==> src/rtl/booth_mult_pipe.sv <==
// booth_mult_pipe: radix-2 Booth two's-complement multiplier, one step per cycle.
// Define BOOTH_MULT_UNSIGNED_EN to add is_signed for unsigned operation.
module booth_mult_pipe #(
  parameter int WIDTH = 8
) (
  input  logic               clk,
  input  logic               rst,
  input  logic               start,
  input  logic [WIDTH-1:0]   in_q,
  input  logic [WIDTH-1:0]   in_m,
`ifdef BOOTH_MULT_UNSIGNED_EN
  input  logic               is_signed,
`endif
  output logic               in_ready,
  output logic               busy,
  output logic               done,
  output logic [2*WIDTH-1:0] prod
);

`ifdef BOOTH_MULT_UNSIGNED_EN
  localparam int QW = WIDTH + 1;
`else
  localparam int QW = WIDTH;
`endif
  localparam int AW = QW + 1;
  localparam int CW = $clog2(WIDTH + 2);
  localparam int PW = 2 * WIDTH;

  typedef enum logic [1:0] {
    IDLE,
    RUN,
    DONE
  } state_e;

  state_e state_q, state_d;

  logic [AW-1:0] a_q, a_d;
  logic [QW-1:0] q_q, q_d;
  logic [QW-1:0] m_q, m_d;
  logic          q1_q, q1_d;
  logic [CW-1:0] cnt_q, cnt_d;
  logic [PW-1:0] prod_q, prod_d;

  logic          accept;
  logic          last;
  logic [QW-1:0] q_load;
  logic [QW-1:0] m_load;
  logic [CW-1:0] n_load;
  logic [AW-1:0] m_ext;
  logic [AW-1:0] sum;
  logic [AW+QW-1:0] sh;
  logic [PW-1:0] result;

  assign accept = start & (state_q != RUN);
  assign last   = (cnt_q == CW'(1));

`ifdef BOOTH_MULT_UNSIGNED_EN
  logic sgn_q, sgn_d;

  // Unsigned operands become positive (W+1)-bit signed values.
  assign q_load = {is_signed & in_q[WIDTH-1], in_q};
  assign m_load = {is_signed & in_m[WIDTH-1], in_m};
  assign n_load = is_signed ? CW'(WIDTH) : CW'(WIDTH + 1);
  // A signed run does one shift fewer, so the product sits one bit higher.
  assign result = sgn_q ? sh[PW:1] : sh[PW-1:0];
`else
  assign q_load = in_q;
  assign m_load = in_m;
  assign n_load = CW'(WIDTH);
  assign result = sh[PW-1:0];
`endif

  assign m_ext = {m_q[QW-1], m_q};

  always_comb begin
    sum = a_q;
    unique case ({q_q[0], q1_q})
      2'b01:   sum = a_q + m_ext;
      2'b10:   sum = a_q - m_ext;
      default: sum = a_q;
    endcase
  end

  assign sh = {sum[AW-1], sum, q_q[QW-1:1]};

  always_ff @(posedge clk or negedge rst) begin
    if (!rst) begin
      state_q <= IDLE;
    end else begin
      state_q <= state_d;
    end
  end

  always_comb begin
    state_d = state_q;
    unique case (state_q)
      IDLE:    if (start) state_d = RUN;
      RUN:     if (last) state_d = DONE;
      DONE:    state_d = start ? RUN : IDLE;
      default: state_d = IDLE;
    endcase
  end

  always_comb begin
    in_ready = 1'b1;
    busy     = 1'b0;
    done     = 1'b0;
    unique case (state_q)
      RUN: begin
        in_ready = 1'b0;
        busy     = 1'b1;
      end
      DONE:    done = 1'b1;
      default: ;
    endcase
  end

  always_comb begin
    a_d    = a_q;
    q_d    = q_q;
    m_d    = m_q;
    q1_d   = q1_q;
    cnt_d  = cnt_q;
    prod_d = prod_q;
`ifdef BOOTH_MULT_UNSIGNED_EN
    sgn_d  = sgn_q;
`endif
    if (accept) begin
      a_d   = '0;
      q_d   = q_load;
      m_d   = m_load;
      q1_d  = 1'b0;
      cnt_d = n_load;
`ifdef BOOTH_MULT_UNSIGNED_EN
      sgn_d = is_signed;
`endif
    end else if (state_q == RUN) begin
      a_d   = sh[AW+QW-1:QW];
      q_d   = sh[QW-1:0];
      q1_d  = q_q[0];
      cnt_d = cnt_q - CW'(1);
      if (last) prod_d = result;
    end
  end

  always_ff @(posedge clk or negedge rst) begin
    if (!rst) begin
      a_q    <= '0;
      q_q    <= '0;
      m_q    <= '0;
      q1_q   <= 1'b0;
      cnt_q  <= '0;
      prod_q <= '0;
`ifdef BOOTH_MULT_UNSIGNED_EN
      sgn_q  <= 1'b0;
`endif
    end else begin
      a_q    <= a_d;
      q_q    <= q_d;
      m_q    <= m_d;
      q1_q   <= q1_d;
      cnt_q  <= cnt_d;
      prod_q <= prod_d;
`ifdef BOOTH_MULT_UNSIGNED_EN
      sgn_q  <= sgn_d;
`endif
    end
  end

  assign prod = prod_q;

endmodule

==> config.mk <==
export PLATFORM = sky130hd
export DESIGN_NAME = booth_mult_pipe
export DESIGN_NICKNAME = d
export VERILOG_FILES = /design/src/rtl/booth_mult_pipe.sv
export SDC_FILE = /design/constraint.sdc
export NUM_CORES = 1
export LEC_CHECK = 0
export ABC_AREA = 1
export CORE_ASPECT_RATIO = 0.75
export CORE_UTILIZATION = 54
export CTS_CLUSTER_SIZE = 30
export DETAILED_ROUTE_END_ITERATION = 6
export PLACE_DENSITY = 0.76
export SYNTH_ARGS = -nofsm -noshare
export SYNTH_HDL_FRONTEND = slang
export SYNTH_SLANG_ARGS = --single-unit
export TNS_END_PERCENT = 30
==> constraint.sdc <==
create_clock -name clk -period 2.9 [get_ports clk]
set_clock_uncertainty 0.15 [all_clocks]
set_input_delay 0.435 -clock clk [delete_from_list [all_inputs] [get_ports clk]]
set_output_delay 0.435 -clock clk [all_outputs]
set_load 0.05 [all_outputs]
==> flow_summary.toml, run 1 <==
[status]
status = "finished, final reports clean"

[worst_setup_path]
critPathLaunchType = "flip-flop"
r2r-start = "m_q[0]"
cp.arrival_ns = 2.68
required_ns = 2.96
r2r_end = "a_q[7]"
r2r_cells = 20
end_kind = "flip-flop"
crit_fanout = 6
crit_type = "flip-flop to flip-flop"
rrSetupSlack_ns = 0.28

[sta]
rsz0062_at_grt = "false"
setup_violations = 0
fin_tns_setup_ns = 0
maxSlewViolCount = 0
timing.fmax_mhz = 381
finalHoldViolCount = 0
post-route-min-period_ns = 2.62
slew_headroom = 0.308
period_share = 0.905
tightest_slew_ns = 1.04

[clocking]
cts-buffers-inserted = 5
insertion_delay_ns = 0.31
postCtsSetupBuffers = 0
cts_max_path_buffers = 2
cts-root-buf = "clkbuf_8"
cts.sinks = 47
clk_pin_slew_ns = 0.09
tritoncts = "yes"
cts.htree.levels = 2

[placed_design]
place_congestion = 0.927
dpl.cell_count = 411
port_buffers = 37
dp_hpwl_mm = 3.89

[final_layout]
layout-drive-gt1-share = 0.116
fin_cells = 418
antenna_cells = 0
layout-area-overhead-vs-synth_pct = 18.5
multi_input_area_um2 = 1240
fill_cells = 394
regArea_um2 = 1180
finalNetCount = 393

[route]
vias = 2153
wire_per_inst_um = 12.7
drc = 0
dr.pass1.iters = 4
via_per_inst = 5.15
wl_mm = 5.30
drtIter0Drc = 103
antenna_left = 0

[global_routing]
grt_max_degree = 48
grt_pass1_wl_mm = 9.40
gr-usage-all-layers = 0.229
grt_pass1_vias = 2047
antenna_found_initial = 0
grt_overflow = 0

[floorplan]
fp.dieW_um = 83.0
core_area_um2 = 4600
num_io_pins = 38
rows = 21
start_util = 0.578
die_area_um2 = 5210
fp.dieH_um = 62.8

[yosys]
synthArstFlopShare = 1.00
yosys_most_used_dff = "dfrtp_1"
avgSynthCellArea_um2 = 8.18
synth_area_leader_cell = "dfrtp_1"
synth.most_common_cell = "nand2_1"
ys_seq_elements = 47
synthesis.nets = 357
synthTopCellsByCount = "nand2_1, dfrtp_1, inv_1"
synth.top_cell.area_share = 0.443
synth_cells = 325
ys_top_cells_by_area = "dfrtp_1, nand2_1, ha_1"
seq_area_frac_synth = 0.443
synth_area_um2 = 2660
synth_cell_type_count = 35
yosys_warnings = 0
synth-edff-count = 0

[min_path]
hp-class = "primary input to asynchronous set/reset pin"

[flow_run]
drv_cap = 0
[layout make-up]
cell class                      instances  share of cell area
Sequential cell                        47               0.374
Timing Repair Buffer                   38               0.118
Clock inverter                          2              0.0119
Multi-Input combinational cell        220               0.393
Clock buffer                            5              0.0219
Inverter                               49              0.0584
Tap cell                               57              0.0227
[repair_timing]
action | in CTS | in global routing
hold buffers | 0 | 0
resized for setup | 0 | 2
endpoints found under the setup margin | 0 | 3
[worst max-delay path, cell delays in order (launching register included)]
cell and delay [ns]:
dfrtp_1 0.41, inv_2 0.08, ha_1 0.18, inv_2 0.06
nor2_4 0.11, nand2_1 0.08, o21ai_1 0.16, xor2_1 0.16
inv_1 0.06, ha_2 0.37, nand2_1 0.09, inv_1 0.05
nand2_1 0.04, nand2_1 0.08, a21oi_1 0.05, nand2_1 0.11
nand3_2 0.06, nand2_1 0.06, nand2_1 0.06, nand2_1 0.06
nand2_1 0.04
[stage by stage]
step,instance area (um2),utilization,hold WS [ns],setup slack (ns)
6_report,3150,0.685,0.150,0.276
2_1_floorplan,2660,-,-0.0106,0.516
3_3_place_gp,3040,0.660,0.313,0.318
3_5_place_dp,3040,0.660,0.314,0.251
4_1_cts,3140,0.683,0.185,0.238
5_1_grt,3150,0.685,0.231,0.00165
[flip-flops by register name, indices dropped and copies added, names as in the netlist]
name	flops
a_q	8
q1_q	1
state_q	2
prod	16
q_q	8
cnt_q	4
m_q	8
[how the worst max path moves through the flow]
| stage | endpoint | from | slack (ns) |
|---|---|---|---|
| finish | a_q[7] | m_q[0] | 0.28 |
| global placement | a_q[7] | m_q[1] | 0.32 |
| CTS | a_q[7] | m_q[0] | 0.24 |
| global route | a_q[7] | m_q[0] | 0.002 |
| detailed placement | a_q[7] | m_q[0] | 0.25 |
| floorplan | a_q[7] | m_q[1] | 0.52 |
[metal layers]
metal  share of wire  vias up  wire length [um]  global-route usage
li1                -     1109                 -                   -
met1            0.50      982              2650               0.328
met2            0.44       57              2350               0.356
met3           0.049        5               260              0.0489
met4          0.0079        0                42              0.0625
met5               0        -                 0                   0
[cells in the final DEF (no fill, tap or decap), types with 2 or more instances in the layout]
cell	count
inv_2	12
a21oi_2	2
o221ai_1	3
inv_1	37
nand4_1	5
clkbuf_8	5
o21ai_0	6
xnor2_1	2
o21ai_1	24
o221ai_2	4
clkdlybuf4s50_1	36
a21oi_1	3
ha_1	11
o22ai_1	3
dfrtp_1	47
nand2_2	5
nand3_1	10
nor2_4	3
nand2_1	105
xor2_1	5
nor2_1	14
or2_1	2
[cell families after synthesis]
group / count (synthesis) / synth area share
AND/OR/NAND/NOR: 149 / 0.248
XOR/XNOR: 7 / 0.0231
AO/OA/AOI/OAI: 51 / 0.128
buffers and inverters: 58 / 0.0942
adder cells (fa/ha/maj): 13 / 0.0640
flip-flops: 47 / 0.443
Power of run 1 is not shown: default switching activity piles up to over one toggle a cycle in this logic, so the estimate is an artifact.
==> run 2: changes to the inputs <==
--- a/config.mk
+++ b/config.mk
@@ -7,10 +7,10 @@
 export LEC_CHECK = 0
 export ABC_AREA = 1
 export CORE_ASPECT_RATIO = 0.75
-export CORE_UTILIZATION = 54
+export CORE_UTILIZATION = 59
 export CTS_CLUSTER_SIZE = 30
 export DETAILED_ROUTE_END_ITERATION = 6
-export PLACE_DENSITY = 0.76
+export PLACE_DENSITY = 0.82
 export SYNTH_ARGS = -nofsm -noshare
 export SYNTH_HDL_FRONTEND = slang
 export SYNTH_SLANG_ARGS = --single-unit
==> constraint.sdc (replaced) <==
create_clock -name clk -period 3.1 [get_ports clk]
set_clock_uncertainty 0.15 [all_clocks]
set_input_delay 0.465 -clock clk [delete_from_list [all_inputs] [get_ports clk]]
set_output_delay 0.465 -clock clk [all_outputs]
set_load 0.05 [all_outputs]
==> flow_summary.toml, run 2 (same netlist as run 1, synthesis figures left out) <==
[sta]
maxSlewViolCount = 0
setup_violations = 0
post-route-min-period_ns = 2.71
period_share = 0.873
rsz0062_at_grt = "false"
timing.fmax_mhz = 369
tightest_slew_ns = 0.991
fin_tns_setup_ns = 0
finalHoldViolCount = 0
holdWs_ns = 0.177
slew_headroom = 0.339

[final_layout]
largest_reg_flops = 16
final_common_cell = "nand2_1"
postLayoutCoreUtil = 0.742
mostFrequentLayoutCells = "nand2_1, dfrtp_1, inv_1"
layout-area-overhead-vs-synth_pct = 16.7
layout-drive-gt1-share = 0.106
finalNetCount = 392
antenna_cells = 0

[global_routing]
grt_overflow = 0
grt_pass1_wl_mm = 8.92
grt_max_degree = 48
antenna_found_initial = 0
gr-usage-all-layers = 0.252
grt_pass1_vias = 1959

[clocking]
cts.htree.levels = 2
cts-root-buf = "clkbuf_8"
hold_buffers = 0
cts.sinks = 47
tritoncts = "yes"
postCtsSetupBuffers = 0
clk_pin_slew_ns = 0.08
insertion_delay_ns = 0.30
cts-buffers-inserted = 5
cts.repair.resized = 0
cts_max_path_buffers = 2

[route]
dr.pass1.iters = 4
drtIter0Drc = 71
antenna_left = 0
wire_per_inst_um = 12.7
vias = 2109
via_per_inst = 5.09
wl_mm = 5.26
drc = 0

[worst_setup_path]
cp_common_cell = "nand2_1"
r2r_cells = 21
end_kind = "flip-flop"
cp.arrival_ns = 2.76
slowest_delay_ns = 0.38
critical-path-top-delay-family = "simple AND/OR/NAND/NOR gates"
required_ns = 3.15
r2r-start = "m_q[1]"
crit_buf_inv = 5
cp.depth = 21
startpoint = "m_q[1]"
rrSetupSlack_ns = 0.39
worstPathCellList = "inv_1, ha_1, inv_2, nor2_4, nand2_1, o21ai_1, xor2_1, inv_1, ha_1, nand2_1, inv_1, nand2_1, nand2_1, inv_1, nand2_2, nand2_2, nand3_2, nand2_1, nand2_1, nand2_1, nand2_1"
r2r_end = "a_q[7]"
crit_type = "flip-flop to flip-flop"
critPathCapture = "a_q[7]"
slowest_stage = "dfrtp_1"
crit_fanout = 6
critPathLaunchType = "flip-flop"

[floorplan]
core_area_um2 = 4180
fp.dieW_um = 79.5
num_io_pins = 38
die_area_um2 = 4780
start_util = 0.636
rows = 20
fp.dieH_um = 60.1

[status]
status = "finished, final reports clean"

[placed_design]
dp_hpwl_mm = 4.04
port_buffers = 37
place_congestion = 0.919

[flow_run]
drv_cap = 0

[min_path]
hp-class = "primary input to asynchronous set/reset pin"
==> run 2: cell types whose count changed in the layout (fill, tap and decap cells not counted), sizes merged <==
| cell | before | now |
|---|---|---|
| buf | 2 | 1 |
| bufinv | 1 | 0 |
==> run 2: area by class of cell <==
type | instances | area, um2
clock buffers | 5 | 68.8
multi-input cells | 220 | 1230
inverters | 49 | 184
repair buffers | 37 | 365
flip-flops and latches | 47 | 1180
well taps | 55 | 68.8
clock inverters | 1 | 7.51
fillers | 338 | 1080
==> run 2: how the worst min path moves through the flow <==
stage	start	end	slack [ns]
2_1_floorplan	rst	a_q[0]	0.02
5_1_grt	rst	prod[3]	0.28
6_report	rst	prod[3]	0.18
3_3_place_gp	cnt_q[3]	cnt_q[3]	0.31
3_5_place_dp	prod[7]	prod[7]	0.32
4_1_cts	rst	prod[11]	0.21
==> run 2: through the flow <==
| stage | setup slack (ns) | instance area [um2] | instances |
|---|---|---|---|
| floorplan | 0.716 | 2660 | 325 |
| global placement | 0.497 | 3030 | 408 |
| detailed placement | 0.434 | 3030 | 408 |
| CTS | 0.387 | 3100 | 414 |
| global route | 0.145 | 3100 | 414 |
| finish | 0.392 | 3100 | 414 |
==> run 2: layer usage <==
| metal | GRT usage | part of all wire | wire (um) | up-vias |
|---|---|---|---|---|
| met3 | 0.0458 | 0.040 | 211 | 8 |
| met5 | 0 | 0 | 0 | - |
| li1 | - | - | - | 1106 |
| met1 | 0.348 | 0.49 | 2600 | 954 |
| met4 | 0.0883 | 0.012 | 65 | 0 |
| met2 | 0.402 | 0.45 | 2380 | 41 |
Power of run 2 is left out for the same reason.
==> RTL edit: new RTL, flow settings as in run 2 <==
Change the parameter `WIDTH` from 8 to 16.
--- a/src/rtl/booth_mult_pipe.sv
+++ b/src/rtl/booth_mult_pipe.sv
@@ -1,7 +1,7 @@
 // booth_mult_pipe: radix-2 Booth two's-complement multiplier, one step per cycle.
 // Define BOOTH_MULT_UNSIGNED_EN to add is_signed for unsigned operation.
 module booth_mult_pipe #(
-  parameter int WIDTH = 8
+  parameter int WIDTH = 16
 ) (
   input  logic               clk,
   input  logic               rst,
Interface: changed (resized in_m, in_q and prod); port bits go from 38 to 70. The function was not compared with the original's and may differ.
==> RTL edit against run 2 <==
  * Area after synthesis increased by 86%
  * First-iteration DRC count increased to 5.2 times the old value
  * Global-route usage increased by 5.8 points
  * Sequential cell count increased by 41
  * Routed wire length increased by 130%
  * Fmax decreased by 5.4%
  * Worst setup slack got worse by 150 ps
  * Final area increased by 94%
  * Sequential share of layout area decreased by 1.4 points
  * Critical path type unchanged
Power is left out: the tool's default activity adds up to more than one toggle a clock period on the data nets, which glitch-free logic cannot reach.
==> RTL edit: results (changes against run 2) <==
Post-Synthesis Cells=643 (+98%); reg2reg start=m_q[0]; Pre-Repair DR Iteration Count=5 (+1); Worst Path Arrival=2970 ps (+210 ps); DR iter-0 viols=367 (+420%); GR Util met2=48.8% (+8.7 points); Met3 Routed Length=741 um (+250%); Min-Delay Path Class=reg -> reg; Synth Net Count=699 (+96%); vias in the first global route=4281 (+120%); number of flip-flops in the largest register=32 (+16); first-pass GRT wire length=20500 um (+130%); Final Non-Filler Cells=823 (+99%); setup slack after layout=239 ps (-154 ps); Inst Count DP=804 (+97%); cts hold-fix bufs=1 (+1); Max FO, Critical Path=5 (-1); pre-CTS setup slack=126 ps (-308 ps); GR Util met3=6.50% (+1.9 points); routability cong.=0.909 (-1.1%); routing usage on met1=43.2% (+8.4 points); status=finished clean; Largest stage delay, worst path=410 ps (+30 ps); Clk Latency, worst-skew pair=370 ps (+70 ps); Highest Signal Layer=met4; PortBufs=69 (+86%); sequential share of the synthesized area=44.4% (+0.18 points); dpl cell area=5740 sq um (+90%); Worst Tran Pin Value=593 ps (-397 ps); Final HPWL DP=9120 um (+130%); area delta synth->final=21.6%; Synth cell types=42 (+20%); M1 WL=5780 um (+120%); post-cts resize count=0 (unchanged); worst reg2reg endpoint=prod[31]; vias per cell=5.49 (+7.8%); H-tree depth=3 (+1); WL per Instance=14.9 um (+17%); cts bufs inserted=9 (+4); Final nets=769 (+96%); Total GRT Usage=31.0% (+5.8 points); fillers=615 (+82%); critical path's slowest cell=dfrtp_1; clk slew on worst S/H paths=90 ps; commonest cells in the netlist=nand2_1, dfrtp_1, inv_1; largest cells by area after synthesis=dfrtp_1, nand2_1, ha_1, inv_1, nand3_1; WL met2=5610 um (+140%); asr flop ratio synth=100% (unchanged)
RTL edit: worst min-delay path by stage:
stage / to / slack, ps / depth (start not counted)
finish: prod[12] / 340 / 2
global route: prod[18] / 370 / 2
CTS: prod[26] / 340 / 2
detailed placement: prod[12] / 320 / 2
global placement: prod[10] / 310 / 2
floorplan: a_q[0] / 20 / 0
RTL edit: cells by family (layout without fill, tap and decap cells):
group | after synthesis | in the layout | share of synthesized area, %
adder cells (fa/ha/maj) | 21 | 21 | 5.45
flip-flops | 88 | 88 | 44.4
XOR/XNOR | 15 | 15 | 2.65
AND/OR/NAND/NOR | 337 | 337 | 28.8
buffers and inverters | 89 | 164 | 7.37
AO/OA/AOI/OAI | 92 | 92 | 11.1
multiplexers | 1 | 1 | 0.202
RTL edit: final cells by class:
class                   count  share of cell area [%]
repair buffers             80                    13.0
multi-input cells         466                    41.1
well taps                 105                    2.18
clock buffers              11                    2.18
flip-flops and latches     88                    36.5
clock inverters             5                   0.706
inverters                  68                    4.28
